## config.mk

```make
export PLATFORM = sky130hd
export DESIGN_NAME = disp_q
export DESIGN_NICKNAME = d
export VERILOG_FILES = /design/src/rtl/disp_q.sv
export SDC_FILE = /design/constraint.sdc
export NUM_CORES = 1
export LEC_CHECK = 0
export CORE_MARGIN = 2
export CORE_UTILIZATION = 31
export CTS_CLUSTER_DIAMETER = 80
export DETAILED_ROUTE_END_ITERATION = 8
export GPL_TIMING_DRIVEN = 0
export SYNTH_ARGS = -nofsm -noshare
export SYNTH_HDL_FRONTEND = slang
export SYNTH_SLANG_ARGS = --single-unit
export TNS_END_PERCENT = 20
```

## constraint.sdc

```tcl
create_clock -name clk -period 3.9 [get_ports clk]
set_clock_uncertainty 0.15 [all_clocks]
set_input_delay 0.585 -clock clk [delete_from_list [all_inputs] [get_ports clk]]
set_output_delay 0.585 -clock clk [all_outputs]
set_load 0.02 [all_outputs]
```

## src/rtl/disp_q.sv

```systemverilog
// disp_q: in-order dispatch queue between rename and one reservation station.
// Renamed uops sit in a circular buffer; the oldest is offered to the rs every cycle.

typedef struct packed {
  logic [7:0] op;
  logic [5:0] pdst;
  logic [5:0] psrc1;
  logic [5:0] psrc2;
  logic [7:0] tag;
} t_uinstr_disp;

typedef struct packed {
  logic       valid;
  logic [7:0] rob_id;
} t_nuke_pkt;

module disp_q #(
  parameter int DEPTH   = 4,
  parameter     DQ_NAME = ""
) (
  input  logic                  clk,
  input  logic                  reset,
  input  t_nuke_pkt             nuke_rb1,
  input  logic                  rename_valid_rn2,
  input  t_uinstr_disp          rename_pkt_rn2,
  output logic                  rename_stall_rn2,
  output logic                  disp_valid_rs0,
  output t_uinstr_disp          disp_pkt_rs0,
  input  logic                  rs_stall_rs0,
  output logic [$clog2(DEPTH):0] dq_count
);

  localparam int PW = $clog2(DEPTH);
  localparam int CW = PW + 1;

  // Both ports use valid/stall: a uop moves in a cycle where valid is high
  // and stall is low. Our own stall depends only on registered occupancy.

  t_uinstr_disp   entry_q [DEPTH];
  logic [PW-1:0]  rd_ptr;
  logic [PW-1:0]  wr_ptr;
  logic [CW-1:0]  cnt;
  logic           nuke;
  logic           enq;
  logic           deq;
  logic           unused_nuke_bits;

  assign nuke             = nuke_rb1.valid;
  assign unused_nuke_bits = ^nuke_rb1.rob_id;

  assign rename_stall_rn2 = (cnt == CW'(DEPTH));
  assign disp_valid_rs0   = (cnt != '0) & ~nuke;
  assign disp_pkt_rs0     = entry_q[rd_ptr];
  assign dq_count         = cnt;

  assign enq = rename_valid_rn2 & ~rename_stall_rn2 & ~nuke;
  assign deq = disp_valid_rs0 & ~rs_stall_rs0;

  always_ff @(posedge clk) begin
    if (reset || nuke) begin
      rd_ptr <= '0;
      wr_ptr <= '0;
      cnt    <= '0;
    end else begin
      wr_ptr <= wr_ptr + PW'(enq);
      rd_ptr <= rd_ptr + PW'(deq);
      cnt    <= cnt + CW'(enq) - CW'(deq);
    end
  end

  // Payload storage carries no reset; validity is tracked by cnt alone.
  always_ff @(posedge clk) begin
    if (enq) begin
      entry_q[wr_ptr] <= rename_pkt_rn2;
    end
  end

`ifndef SYNTHESIS
  always_ff @(posedge clk) begin
    if (!reset) begin
      if (rename_valid_rn2 && rename_stall_rn2) begin
        $error("%s: rename uop presented while queue is stalling", DQ_NAME);
      end
      if (cnt > CW'(DEPTH)) begin
        $error("%s: occupancy %0d exceeds depth", DQ_NAME, cnt);
      end
      if (deq) begin
        $info("UINFO unit:%s func:disp", DQ_NAME);
      end
    end
  end
`endif

endmodule

```

## Word level (Yosys, flattened, before mapping)

Memory sizes are Yosys's and may differ from the RTL's. A register that Yosys moved wholly into a read port is not among the register bits.
Index checks and enable logic that the tools add are counted.

- Reduce and logical (&&, ||, !) cells: 2
- Bitwise operators: 7
- Add/sub/neg operators: 4
- Equal/unequal tests: 1
- Muxes and demuxes: 3

Operators with widths:

| operator | number |
|---|---|
| $add A2 B1 Y2 | 2 |
| $and A1 B1 Y1 | 4 |
| $add A3 B1 Y3 | 1 |
| $eq A3 B3 Y1 const B | 1 |
| $not A1 Y1 | 3 |
| $reduce_bool A3 Y1 | 1 |
| $sub A3 B1 Y3 | 1 |
| $mux W1 | 2 |
| $mux W2 | 1 |
| $logic_or A1 B1 Y1 | 1 |

- Register bits: 7
- Output and inout bits: 39
- Bits in writable memories: 136
- Memories: 1
- Word-level logic and storage cells: 21
- Input port bits: 47

Memories:

| name | words | bits a word | rd ports | clocked after memory_dff | wr ports | line | source |
|---|---|---|---|---|---|---|---|
| entry_q | 4 | 34 | 1 | 1 | 1 | 39 | `t_uinstr_disp entry_q [DEPTH];` |

## Longest topological paths before layout

- Depth in word-level cells: 6
- Gate-level depth with buffers: 9
- Depth with buffers taken out: 8

## Worst setup path before layout

Ideal clock, no wire load.

- Path type: register to register
- Start: register cnt[1], in the netlist dq_count[1]
- End: memory entry_q[0][0] (netlist bit) (enable)
- Period minus slack after synthesis: 4125 ps
- Setup time: 468 ps
- Data arrival time: 3507 ps
- Buffers on the path: 1
- Cell stages (with the launch flop): 5
- Required time: 3282 ps
- Setup slack: -225 ps
- Cells stage by stage: dfxtp_1 > nor3b_2 > or3b_1 > buf_6 > nor3_1

- Word-level cells in the longest chain between the ends: 6

Ends and longest elaborated chain:

| element | line | source |
|---|---|---|
| start, declared | 42 | `logic [CW-1:0] cnt;` |
| start signal, assigned | 67 | `cnt <= cnt + CW'(enq) - CW'(deq);` |
| $eq A3 B3 Y1 | 51 | `assign rename_stall_rn2 = (cnt == CW'(DEPTH));` |
| net rename_stall_rn2 | 26 | `output logic rename_stall_rn2,` |
| $not A1 Y1 | 56 | `assign enq = rename_valid_rn2 & ~rename_stall_rn2 & ~nuke;` |
| $and A1 B1 Y1 (2 in a row) | 56 |  |
| $mux W1 | 73 | `if (enq) begin` |
| $mux W1 (implied by the code) | 74 | `entry_q[wr_ptr] <= rename_pkt_rn2;` |
| end, declared | 39 |  |

The timed path passes the listed nets, and every way through them passes these cells.

==> results.ini <==
[grt]
grt_max_degree=23
antenna_found_initial=0
grt_pass1_wl_um=15100
grt_usage_pct=11.55
grt_pass1_vias=2749
overflow=0

[setup_path]
cp.arrival_ns=2.33
rr_startpoint=dq_count[1]$_SDFF_PP0_
cp_slowest_stage_delay_ns=0.55
critPathSlowestCell=mux4_2
crit_required_ns=3.16
path_max_fanout=10
cp-startpoint=rd_ptr[0]$_SDFF_PP0_
path_cells=buf_4, buf_4, mux4_2, clkdlybuf4s50_1
r2r_setup_slack_ns=1.52
cp-start-kind=flip-flop
path_common_cell=buf_4
crit_path_end_kind=primary output
regToRegEndpoint=dq_count[2]$_SDFF_PP0_
critical_path_class=flip-flop to primary output
rr_worst_depth=9

[min_path]
hp-class=flip-flop to flip-flop
hold_end=dq_count[2]$_SDFF_PP0_
worstHoldStart=dq_count[1]$_SDFF_PP0_
hold_depth=2

[clocking]
clkTransAtPathRegs_ns=0.06
clockRootBuffer=clkbuf_16
hold_buffers=0
post_cts_buffers=0
cts_resized=0
cts_sinks=143
cts.path.max_buffers=2
cts_buffers=17
cts-htree-levels=4
cts_tree=done
insertion_delay_ns=0.41

[synthesis]
synth_area_um2=5294
synth_fp_nets=269
netlist.area_leader.share_pct=77.14
synth_largest_area_cell=edfxtp_1
yosysSeqAreaShare_pct=79.79
synthTopCellsByArea=edfxtp_1, mux4_2, dfxtp_1
ys_ff_latch=143
yosys_warnings=0
netlist_instances=219
syn_area_per_cell_um2=24.17
yosys.cell_types.count=23

[place]
dp.cells=523
gp_congestion=0.6678
dp_hpwl_um=6208
portBuffers=77
pre_cts_slack_ns=0.9181

[final_layout]
layout-drive-gt1-share_pct=25.37
multi_input_area_um2=1021
n_antenna_cell=0
stdcell_count=555
final_cell_mix=edfxtp_1, clkdlybuf4s50_1, mux4_2
layout.nets=372
fillers=1422
layout_commonest_cell=edfxtp_1
seqCellArea_um2=4224
syn2layout_area_growth_pct=33.92

[floorplan]
num_rows=47
core_region_area_um2=16640
dieArea_um2=18140
initial_core_util_pct=31.81
die_h_um=134.7
die_w_um=134.7
io_pins=86

[pwr]
power_density_nw_per_um2=488.9
leakage_nw=2.248
ir_worst_vdd_mv=0.2917

[drt]
drc=0
vias=2477
drt_iter0_drc=127
routed_wirelength_um=9656
avgRoutedWirePerCell_um=17.40
ant_nets=0
dr.pass1.iters=4
via_per_inst=4.463

[timing]
rsz0062_at_grt=false
hold_viol=0
fin_ws_ns=0.8363
timing.setup.tns_ns=0
worst_pin_slew_ns=0.5732
slew_headroom_pct=61.75
final_max_slew_viol_count=0
min_period_ns=3.064
clock.fmax_mhz=326.4
finalSetupViolCount=0
fin_crit_sh_pct=78.56

[run]
max_cap_viol_count=0

[run_status]
status=finished, final reports clean

-- synthesized netlist by cell type, drive strengths merged --
| master | instances |
|---|---|
| nor3b | 3 |
| o21ai | 2 |
| a21oi | 2 |
| fa | 1 |
| xnor2 | 4 |
| mux4 | 34 |
| or2 | 1 |
| inv | 1 |
| ha | 2 |
| or3b | 1 |
| nand2b | 1 |
| dfxtp | 7 |
| and3 | 1 |
| buf | 9 |
| nand2 | 1 |
| nor2 | 4 |
| clkinv | 1 |
| nor3 | 3 |
| and2 | 3 |
| edfxtp | 136 |
| or3 | 2 |
-- power by group --
group	total (mW)	internal, mW	switching (mW)
registers	1.71	1.71	0.00670
clock network	1.56	0.991	0.571
logic	0.191	0.104	0.0862
-- critical path, delay by kind of cell (launching register included) --
family                 cells  cell delay [ns]
multiplexers               1             0.55
buffers and inverters      3             1.06
flip-flops                 1             0.30
-- sequential cells by signal, summed over array words and instances, names as in the netlist --
signal    flops
entry_q     136
dq_count      3
rd_ptr        2
wr_ptr        2
-- stage by stage --
stage / cell area (um^2) / total power, mW / hold slack [ns] / utilization, %
2_1_floorplan: 5299 / 1.823 / 0.4062 / -
3_3_place_gp: 6345 / 1.927 / 0.4234 / 38.13
3_5_place_dp: 6513 / 1.940 / 0.4460 / 39.13
4_1_cts: 7089 / 3.517 / 0.4573 / 42.60
5_1_grt: 7089 / 3.582 / 0.4844 / 42.60
6_report: 7089 / 3.466 / 0.4519 / 42.60
-- worst max path at each step --
stage	to	cells after the start
floorplan	entry_q[1][0]$_DFFE_PP_	4
global placement	entry_q[1][13]$_DFFE_PP_	4
detailed placement	dq_count[2]$_SDFF_PP0_	9
CTS	disp_pkt_rs0[6]	4
global route	disp_pkt_rs0[6]	4
finish	disp_pkt_rs0[6]	4
-- final cells by class --
type	count	area share, %
flip-flops and latches	143	59.58
multi-input cells	65	14.40
repair buffers	84	12.95
clock buffers	18	6.054
well taps	220	3.883
clock inverters	14	2.083
plain buffers	9	0.9178
inverters	2	0.1235
-- logic make-up after synthesis --
kind of cell               count (synthesis)  synth area share [%]
AOI/OAI and AO/OA                          4                0.3782
xor gates and xnor gates                   4                0.6617
adders and majority gates                  3                0.8508
buffers and inverters                     11                 1.394
DFF                                      143                 79.79
muxes                                     34                 14.46
and+or+nand+nor                           20                 2.458
-- per-layer routing --
layer / global-route usage, % / wire, um / up-vias
met1: 13.47 / 4110 / 1273
met4: 4.444 / 137 / 0
met3: 4.655 / 511 / 14
met2: 19.18 / 4897 / 62
met5: 0 / 0 / -
li1: - / - / 1128
Note: power is estimated with default switching activity, not from simulation.
==> RTL change 1, RTL diff (same flow settings) <==
The parameter `DEPTH` goes from 4 to 8.
--- a/src/rtl/disp_q.sv
+++ b/src/rtl/disp_q.sv
@@ -17,3 +17,3 @@
 module disp_q #(
-  parameter int DEPTH   = 4,
+  parameter int DEPTH   = 8,
   parameter     DQ_NAME = ""
Interface: changed (resized dq_count); port bits go from 86 to 87. No check against the original RTL was run, so the function may have changed too.
==> RTL change 1 against the unedited design <==
- area after synthesis grew 110%
- sequential cell count up 139
- design area is 91% higher
- total power increased by 84%
- synthesized cell count rose by 110%
- routed wire length is 140% higher
- worst setup slack got worse by 700 ps
- die area is 100% higher
- sequential share of layout area up 2.3 points
==> RTL change 1: results (changes against the unedited design) <==
Setup path
  – WP data arrival: 3030 ps (+700 ps)
  – Worst R2R Setup Slack: 1010 ps (-510 ps)
  – Worst reg2reg path startpoint: dq_count[2]
  – Reg2reg path depth: 8 (-1)

Status
  – Status: finished, final reports clean

Drt
  – Drt total wl: 22800 microns (+140%)
  – Metal3 WL: 1160 microns (+130%)
  – Via density: 4.62 (+3.5%)
  – Highest Signal Layer: met5

Clock tree
  – Clock latency on the worst-skew pair: 540 ps (+130 ps)
  – Longest Clk Path Bufs: 3 (+1)
  – Htree depth: 1 (-3)

Layout
  – CLK BUF: 33 (+15)
  – Layout fillers: 3021 (+110%)
  – Layout cells sized above 1: 27.1% (+1.7 points)
  – NonClk Buf Share: 8.53% (-5.3 points)

Global route
  – Gr usage total: 12.7% (+1.1 points)
  – Met2 usage: 22.5% (+3.3 points)
  – First-pass GRT wire length: 34000 microns (+130%)

STA
  – Hold WS: 445 ps (-7.39 ps)

Power
  – Leak: 4.24 nW (+89%)

Placement
  – DP Cell Count: 1005 (+92%)
  – GP Congestion: 0.715 (+7.1%)

Synth
  – Synth area leaders: edfxtp_1 (75%), mux4_2 (12%), mux4_1 (2.9%)
  – Mapped Avg Cell Area: 23.8 sq um (-1.7%)
  – Post-synthesis compound-gate area fraction: 0.160% (-0.22 points)
-- RTL change 1: changes by cell type in the layout (fill, tap and decap cells not counted), sizes merged, moves of 3 or more --
cell	delta
edfxtp	+136
mux2	+34
mux4	+34
buf	+9
dfxtp	+3
nor3	+3
ha	+8
clkbuf	+22
nor3b	-3
inv	+6
clkinv	+3
nor2	+4
-- RTL change 1: logic make-up after synthesis --
family          count (synthesis)
buf+inv                        28
flops                         282
mux                           103
simple gates                   30
fa+ha+maj                      11
xor+xnor                        3
compound gates                  3
-- RTL change 1: report_power, final --
group          total, W  leakage [nW]  internal (W)  switching, W
Clock           0.00273         0.465       0.00167       0.00105
Sequential      0.00336          2.54       0.00335    0.00000786
Combinational  0.000280          1.24      0.000143      0.000137
Total           0.00636          4.24       0.00516       0.00120
-- RTL change 1: timing repair --
item,4_1_cts,5_1_grt
endpoints found under the setup margin,7,6
gates resized for setup,2,2
hold buffers,0,0
==> RTL change 2, RTL diff (same flow settings) <==
Without the edit above. Register the output `dq_count` once more, without a reset; this adds one clock of latency there. The other outputs are not delayed to match.
--- a/src/rtl/disp_q.sv
+++ b/src/rtl/disp_q.sv
@@ -53,3 +53,5 @@
   assign disp_pkt_rs0     = entry_q[rd_ptr];
-  assign dq_count         = cnt;
+  always_ff @(posedge clk) begin
+    dq_count <= cnt;
+  end
 
Function: changed (a bounded check fails within 4 cycles, from zero or initial values).
==> RTL change 2 against the unedited design <==
- total power decreased by 1.4%
- worst setup slack got worse by 1.2 ps
- register-to-register slack got worse by 200 ps
- sequential share of layout area up 0.44 points
- area after synthesis up 1.1%
- sequential cell count up 3
- design area increased by 0.67%
- routed wire length rose by 3.7%
==> RTL change 2: results (changes against the unedited design) <==
Global route
  – Gr usage total: 11.7% (+0.11 points)
  – First-pass GRT wire length: 15200 microns (+0.96%)
  – Largest net degree at the start of global routing: 24 (+4.3%)
  – Vias in the first global route: 2750 (+0.036%)

Drt
  – DR vias: 2506 (+1.2%)
  – 1st-iter DRT viols: 118 (-7.1%)
  – Drt total wl: 10000 microns (+3.7%)

Clock tree
  – Htree depth: 4 (unchanged)
  – Post-CTS Setup Inserts: 0 (unchanged)
  – CTS clk-pin slew, worst paths: 60 ps (about the same)
  – CTS root buffer: clkbuf_16

Layout
  – Final nets: 375 (+0.81%)
  – Layout cells sized above 1: 25.1% (-0.23 points)

Synth
  – Synth Warn #: 0 (unchanged)
  – Synth area leaders: edfxtp_1 (76%), mux4_2 (14%), dfxtp_1 (3.7%)
  – Post-synthesis sequential area ratio: 80.0% (+0.23 points)
  – Asr flop ratio synth: 0% (unchanged)
  – Count of different cell masters after synthesis: 23 (unchanged)
  – Syn Nets: 272 (+1.1%)
  – Post-synth top cells: edfxtp_1 (136), mux4_2 (34), dfxtp_1 (10)

Placement
  – GP Congestion: 0.663 (-0.76%)
  – Detail Placement HPWL: 6600 microns (+6.3%)

Status
  – Status: finished, final reports clean

Power
  – Leak: 2.25 nW (-0.11%)
  – Worst vdd ir: 0.275 mV (-5.6%)

Run
  – Max_cap viols: 0 (unchanged)

Setup path
  – WP data arrival: 2330 ps (about the same)
  – Largest stage delay on the critical path: 550 ps (about the same)

STA
  – Slew HR: 44.8% (-17 points)
RTL change 2: changes by cell type after synthesis:
cell / change
dfxtp_1: +3
RTL change 2: where the power goes:
group	switching, W	internal (W)
registers	0.00000669	0.00174
clock network	0.000607	0.000874
logic	0.0000877	0.000105
total	0.000701	0.00272
RTL change 2: cell type report:
type / count / area [sq um]
Clock inverter: 13 / 113
Inverter: 2 / 8.76
Buffer: 9 / 65.1
Timing Repair Buffer: 84 / 931
Sequential cell: 146 / 4280
Multi-Input combinational cell: 65 / 1020
Clock buffer: 19 / 433
Tap cell: 225 / 282
Fill cell: 1518 / 9980
RTL change 2: metal layers:
metal  share of wire [%]  global-route usage [%]  vias up  wire (microns)
met2                  51                    19.0       61            5070
met3                 4.5                    3.89       17             452
li1                    -                       -     1136               -
met1                  43                    14.0     1292            4300
met4                 2.0                    5.56        0             196
met5                   0                       0        -               0
RTL change 2: through the flow:
stage,cell area [sq um],TNS [ps],worst slack [ps],util (%),cells
final,7140,0,835,41.7,563
after CTS,7140,0,766,41.7,563
after floorplan,5360,0,824,-,222
after detailed placement,6590,0,646,38.5,531
after global routing,7140,0,705,41.7,563
after global placement,6410,-91370,-930,37.5,524
RTL change 2: logic make-up after synthesis:
group | after synthesis | synth area share, %
flops | 146 | 80.0
mux | 34 | 14.3
simple gates | 20 | 2.43
buf+inv | 11 | 1.38
compound gates | 4 | 0.374
xor+xnor | 4 | 0.654
fa+ha+maj | 3 | 0.841
RTL change 2: path summary, 6_finish.rpt:
path / from / slack (ps) / cells after the start / endpoint
worst max-delay path: rd_ptr[0] / 840 / 4 / disp_pkt_rs0[22]
worst min-delay path: cnt[2] / 250 / 0 / dq_count[2]
worst max register to register: cnt[1] / 1320 / 6 / entry_q[2][11]
worst min register to register: cnt[2] / 250 / 0 / dq_count[2]
